## src/rtl/pipe_skid_r0_pkg.sv

```systemverilog
// rtl/pipe_skid_r0_pkg.sv - state encoding and helpers shared by the skid stage
package pipe_skid_r0_pkg;

    typedef enum logic [1:0] {
        ST_EMPTY = 2'd0,
        ST_ONE   = 2'd1,
        ST_FULL  = 2'd2
    } state_t;

    // Number of held entries, decoded from the registered state only
    function automatic logic [1:0] occupancy_of(state_t st);
        case (st)
            ST_ONE:  return 2'd1;
            ST_FULL: return 2'd2;
            default: return 2'd0;
        endcase
    endfunction

endpackage

```

## src/rtl/pipe_skid_r0_if.sv

```systemverilog
// rtl/pipe_skid_r0_if.sv - valid/ready handshake bundle for the skid stage
interface pipe_skid_r0_if #(
    parameter int W = 8
);
    logic         in_valid;
    logic         in_ready;
    logic [W-1:0] in_data;
    logic         out_valid;
    logic         out_ready;
    logic [W-1:0] out_data;

    // Stage side: receives from the producer, presents to the consumer
    modport slave (
        input  in_valid,
        input  in_data,
        output in_ready,
        output out_valid,
        output out_data,
        input  out_ready
    );

    // Environment side: producer and consumer combined
    modport master (
        output in_valid,
        output in_data,
        input  in_ready,
        input  out_valid,
        input  out_data,
        output out_ready
    );
endinterface

```

## src/rtl/pipe_skid_r0_sat_counter.sv

```systemverilog
// rtl/pipe_skid_r0_sat_counter.sv - saturating event counter, reset-only clear
module sat_counter #(
    parameter int WIDTH = 16
) (
    input  logic             clk,
    input  logic             rst_n,
    input  logic             inc,
    output logic [WIDTH-1:0] count
);

    // Count events, sticking at all-ones rather than wrapping
    always_ff @(posedge clk or negedge rst_n) begin
        if (!rst_n) begin
            count <= '0;
        end else if (inc && (count != {WIDTH{1'b1}})) begin
            count <= count + 1'b1;
        end
    end

endmodule

```

## src/rtl/pipe_skid_r0.sv

```systemverilog
// rtl/pipe_skid_r0.sv - registered valid/ready stage with two-entry skid buffer
module pipe_skid_r0
    import pipe_skid_r0_pkg::*;
#(
    parameter int BIT_WIDTH   = 4,
    parameter int DEPTH       = 2,
    parameter int STALL_CNT_W = 16
) (
    input  logic                   clk,
    input  logic                   rst_n,
    input  logic                   flush,
    pipe_skid_r0_if.slave          bus,
    output logic                   en_n,
    output logic [1:0]             occupancy,
    output logic [STALL_CNT_W-1:0] stall_cnt
);

    localparam int W = BIT_WIDTH * DEPTH;

    state_t         state;
    logic [W-1:0]   main_q;
    logic [W-1:0]   skid_q;
    logic           push;
    logic           pop;

    // All handshake outputs come from registered state, so no input reaches them combinationally
    assign bus.in_ready  = (state != ST_FULL);
    assign bus.out_valid = (state != ST_EMPTY);
    assign bus.out_data  = main_q;
    assign occupancy     = occupancy_of(state);

    assign push = bus.in_valid & bus.in_ready;
    assign pop  = bus.out_valid & bus.out_ready;

    // Downstream delay stage advances only on an accepted transfer
    assign en_n = ~pop;

    // Occupancy FSM with main/skid data movement; flush overrides any push or pop
    always_ff @(posedge clk or negedge rst_n) begin
        if (!rst_n) begin
            state  <= ST_EMPTY;
            main_q <= '0;
            skid_q <= '0;
        end else if (flush) begin
            state  <= ST_EMPTY;
            main_q <= '0;
            skid_q <= '0;
        end else begin
            case (state)
                ST_EMPTY: begin
                    if (push) begin
                        state  <= ST_ONE;
                        main_q <= bus.in_data;
                    end
                end
                ST_ONE: begin
                    if (push && pop) begin
                        main_q <= bus.in_data;
                    end else if (push) begin
                        state  <= ST_FULL;
                        skid_q <= bus.in_data;
                    end else if (pop) begin
                        state  <= ST_EMPTY;
                    end
                end
                ST_FULL: begin
                    if (pop) begin
                        state  <= ST_ONE;
                        main_q <= skid_q;
                    end
                end
                default: begin
                    state <= ST_EMPTY;
                end
            endcase
        end
    end

    sat_counter #(
        .WIDTH (STALL_CNT_W)
    ) u_stall_cnt (
        .clk   (clk),
        .rst_n (rst_n),
        .inc   (bus.out_valid & ~bus.out_ready),
        .count (stall_cnt)
    );

endmodule

```

## src/flat_wrapper.sv

```systemverilog
// flat-port wrapper written by rule: the top's interface ports become plain ports
module pipe_skid_r0_flat import pipe_skid_r0_pkg::*;
#(
    parameter int BIT_WIDTH   = 4,
    parameter int DEPTH       = 2,
    parameter int STALL_CNT_W = 16
)
  (clk, rst_n, flush, en_n, occupancy, stall_cnt, bus_in_valid, bus_in_data, bus_in_ready, bus_out_valid, bus_out_data, bus_out_ready);
  pipe_skid_r0_if #(.W(8)) bus_i ();
  input  logic clk;
  input  logic rst_n;
  input  logic flush;
  output logic en_n;
  output logic [1:0] occupancy;
  output logic [STALL_CNT_W-1:0] stall_cnt;
  input wire logic [$bits(bus_i.in_valid)-1:0] bus_in_valid;
  input wire logic [$bits(bus_i.in_data)-1:0] bus_in_data;
  output wire logic [$bits(bus_i.in_ready)-1:0] bus_in_ready;
  output wire logic [$bits(bus_i.out_valid)-1:0] bus_out_valid;
  output wire logic [$bits(bus_i.out_data)-1:0] bus_out_data;
  input wire logic [$bits(bus_i.out_ready)-1:0] bus_out_ready;
  assign bus_i.in_valid = bus_in_valid;
  assign bus_i.in_data = bus_in_data;
  assign bus_in_ready = bus_i.in_ready;
  assign bus_out_valid = bus_i.out_valid;
  assign bus_out_data = bus_i.out_data;
  assign bus_i.out_ready = bus_out_ready;
  pipe_skid_r0 #(.BIT_WIDTH(BIT_WIDTH), .DEPTH(DEPTH), .STALL_CNT_W(STALL_CNT_W)) u_core (.clk(clk), .rst_n(rst_n), .flush(flush), .bus(bus_i), .en_n(en_n), .occupancy(occupancy), .stall_cnt(stall_cnt));
endmodule
```

## config.mk

```make
export PLATFORM = sky130hd
export DESIGN_NAME = pipe_skid_r0_flat
export DESIGN_NICKNAME = d
export VERILOG_FILES = /design/src/rtl/pipe_skid_r0_pkg.sv /design/src/rtl/pipe_skid_r0_if.sv /design/src/rtl/pipe_skid_r0_sat_counter.sv /design/src/rtl/pipe_skid_r0.sv /design/src/flat_wrapper.sv
export SDC_FILE = /design/constraint.sdc
export NUM_CORES = 1
export LEC_CHECK = 0
export CORE_ASPECT_RATIO = 1.25
export CORE_MARGIN = 5
export CORE_UTILIZATION = 53
export CTS_BUF_LIST = sky130_fd_sc_hd__clkbuf_16
export DETAILED_ROUTE_END_ITERATION = 6
export PLACE_DENSITY = 0.84
export SLEW_MARGIN = 20
export SYNTH_ARGS = -nofsm -noshare
export SYNTH_HDL_FRONTEND = slang
export SYNTH_SLANG_ARGS = --single-unit
```

## constraint.sdc

```tcl
create_clock -name clk -period 3.1 [get_ports clk]
set_clock_uncertainty 0.1 [all_clocks]
set_input_delay 0.62 -clock clk [delete_from_list [all_inputs] [get_ports clk]]
set_output_delay 0.62 -clock clk [all_outputs]
set_load 0.01 [all_outputs]
```

==> summary.md <==
| Metric | Value |
|---|---|
| Top cells by count, synth | 34 x dfrtp_1, 24 x nor2_1, 17 x mux2i_1, 11 x xor2_1 |
| Chip Height | 75.6 µm |
| DRC | 0 |
| Post-synthesis sequential area ratio | 46.6% |
| Final worst-path cycle share | roughly nine tenths |
| Io pins | 42 |
| Mux cell area share after synthesis | 15.7% |
| Grt ovf | 0 |
| 1st-iter DRT viols | 50 |
| Max-slew violations | 0 |
| Leakage | 1.09 nW |
| Cell chain of the critical path | inv_1 > ha_1 > clkdlybuf4s50_1 |
| Hold buffer count at CTS | 0 |
| Die width | approximately 62 µm |
| Setup violators final | 0 |
| Avg Vias per Cell | 5.71 |
| Peak VDD IR | between 0.6 and 0.7 mV |
| Simple-Gate Fraction of Synth Area | 19.9% |
| Count leader, synth | dfrtp_1 |
| Library cells used by synthesis | 37 |
| Max Fanout on Critical Path | 11 |
| Power Dens Cells | 735 mW/mm² |
| Layout cell share with drive strength beyond 1 | 8.65% |
| Mapped cell area | 0.00182 mm² |
| Register Area | between 800 and 900 µm² |
| CP Capture Type | primary output |
| Switch share | approximately a third |
| Required time of the critical path | 2.38 ns |
| CTS Sinks | 34 |
| Area Growth Syn to Fin | 32.3% |
| Adder-cell area share of the yosys netlist | 5.49% |
| Filler cells | about 230 |
| Arrival @ worst endpoint | 2.09 ns |
| Pin count of the biggest net entering global routing | 35 |
| Clock transition at the registers of the reported paths | about 0.05 ns |
| Part of the power in the clock network | 26.3% |
| Synthesized area per cell | 11.3 µm² |
| Via count | 1400 |
| Worst Max-Slew Pin Slew | between 0.5 and 0.6 ns |
| Clock latency at the later pin of the worst-skew pair | about 0.28 ns |
| Seq cells post-synth | 34 |
| Clock buffer depth | 2 |
| Most used flip-flop cell after synthesis | dfrtp_1 |
| Initial antenna violation count | 0 |
| First-pass iteration count of the detailed router | 4 |
| Achievable Freq | 356 MHz |
| Largest cells by area after synthesis | dfrtp_1 47%, mux2i_1 9.3%, ha_1 5.5% |
| Post-DP HPWL | between 3000 and 4000 µm |
| Final ANT Viol Nets | 0 |
| Min Tclk post-route | about 2.8 ns |
| All-Layer GR Usage | roughly 20% |
| Hold Path Origin | u_core.bus.out_data[6] |
| CTS Buf Count | 5 |
| CTS Root Cell | clkbuf_16 |
| XOR/XNOR share of the synthesized area | 5.76% |
| Crit path from | u_core.state[0] |
| Worst hold path type | reg2reg |
| First-pass GRT wire length | 7180 µm |
| H-tree depth reported by CTS | 2 |
| Post-Syn Nets | approximately 180 |
| Die area | about 0.0047 mm² |
| Status | finished clean |
| Fin. Hold Viols | 0 |
| Port bufs | 41 |
| # Max-Cap Violations | 0 |
| Slew HR | 60.7% |
| Detailed Route WL | 4280 µm |
| Slowest CP cell | clkdlybuf4s50_1 |
| Post-CTS Setup Bufs | 0 |
| Multi-input gate area | 938 µm² |
| CP delay by family, top | buffers and inverters |
| Compound-gate portion of the synthesized area | 4.60% |
| Pint | 0.00120 W |
| Switching power | around 0.00058 W |
| Combinational power share | 37.8% |
| Synth area leader | dfrtp_1 |
| Diode count | 0 |
| YS warnings | 0 |
| Setup TNS | 0 ns |
| Buffers and inverters on the worst path | 2 |
| RD Place Congestion | 0.881 |
| Resized cells post-CTS | 0 |
| Routed len/inst | 17.5 µm |
| Crit Path Category | reg2out |
| Slowest cell delay on critical path | 0.65 ns |
| FF-to-FF Start | u_core.state[0] |
| Post-synth EDFFs | 0 |
| CP Launch Type | flip-flop |
| Total core area | 0.00325 mm² |
| Flop pwr share | 36.0% |
| Starting Density | 56.1% |
| Vias in the first global route | 1495 |
| Cell Rows | 23 |
| # nets final | about 230 |
| Async SR Flop Fraction | 100% |
| Cells after Synth | around 160 |
| Main combinational cell family by area after synthesis | simple AND/OR/NAND/NOR gates |
| Pwr Total | 0.00177 W |
| CTS tree | yes |
| Yosys top cell area share | 46.6% |
| RSZ-0062 raised after global routing | no |
final timing paths:
path / to / slack (ns) / depth (start not counted)
worst max-delay path: occupancy[1] / 0.29 / 3
worst min-delay path: u_core.bus.out_data[6] / 0.38 / 1
worst max register to register: u_core.bus.out_data[1] / 0.72 / 6
worst min register to register: u_core.bus.out_data[6] / 0.38 / 1
max in group asynchronous: u_core.bus.out_data[7] / 1.94 / 2
min in group asynchronous: u_core.bus.out_data[3] / 0.65 / 2
power by group through the flow:
stage / Combinational (W) / Clock [W] / Sequential [W]
CTS: 0.000682 / 0.000472 / 0.000638
detailed placement: 0.000676 / 0 / 0.000642
floorplan: 0.000334 / 0 / 0.000666
global route: 0.000725 / 0.000497 / 0.000653
finish: 0.000670 / 0.000466 / 0.000638
global placement: 0.000645 / 0 / 0.000633
cell type report:
class                           count  share of cell area [%]
Clock inverter                      3                   0.518
Timing Repair Buffer               43                    17.6
Multi-Input combinational cell    119                    38.9
Tap cell                           37                    1.92
Clock buffer                        5                    5.18
Sequential cell                    34                    35.3
Inverter                            4                   0.622
layer usage:
layer / share of wire [%] / track usage, % / up-vias
li1: - / - / 659
met1: 39 / 20.5 / 676
met2: 53 / 36.9 / 56
met3: 5.9 / 6.49 / 9
met4: 2.4 / 8.25 / 0
met5: 0 / 0 / -
placed cells by master (no fill, tap or decap), types with 2 or more instances in the layout:
master | Yosys | final
ha_1 | 8 | 8
clkdlybuf4s50_1 | 0 | 41
xor2_1 | 11 | 11
nor2_1 | 24 | 24
mux2_1 | 8 | 8
nor3_1 | 5 | 5
inv_1 | 4 | 5
nand2b_1 | 3 | 3
dfrtp_1 | 34 | 34
nand2_1 | 6 | 6
nand4_1 | 5 | 5
and4bb_2 | 3 | 3
clkbuf_16 | 0 | 5
and4_1 | 2 | 2
nand3_1 | 5 | 5
mux2i_1 | 17 | 17
nor4_1 | 2 | 2
buf_4 | 1 | 2
a31oi_1 | 2 | 2
sequential cells by signal, summed over array words and instances, names as in the netlist:
name,flops
u_core.bus.out_data,8
u_core.skid_q,8
u_core.state,2
u_core.u_stall_cnt.count,16
logic make-up after synthesis:
group                    Yosys count
AO/OA/AOI/OAI                     10
XOR/XNOR                          12
flip-flops                        34
buffers and inverters              8
AND/OR/NAND/NOR                   62
adder cells (fa/ha/maj)            8
multiplexers                      27
stage by stage:
step	instance area [µm²]	std cells	worst slack (ns)	hold slack [ns]	util, %
2_1_floorplan	1820	161	1.05	0.224	-
3_3_place_gp	2280	237	0.566	0.374	70.0
3_5_place_dp	2280	237	0.510	0.380	70.0
4_1_cts	2410	245	0.258	0.392	74.2
5_1_grt	2410	245	0.152	0.410	74.2
6_report	2410	245	0.291	0.385	74.2
Power figures use the tool's default switching activity.
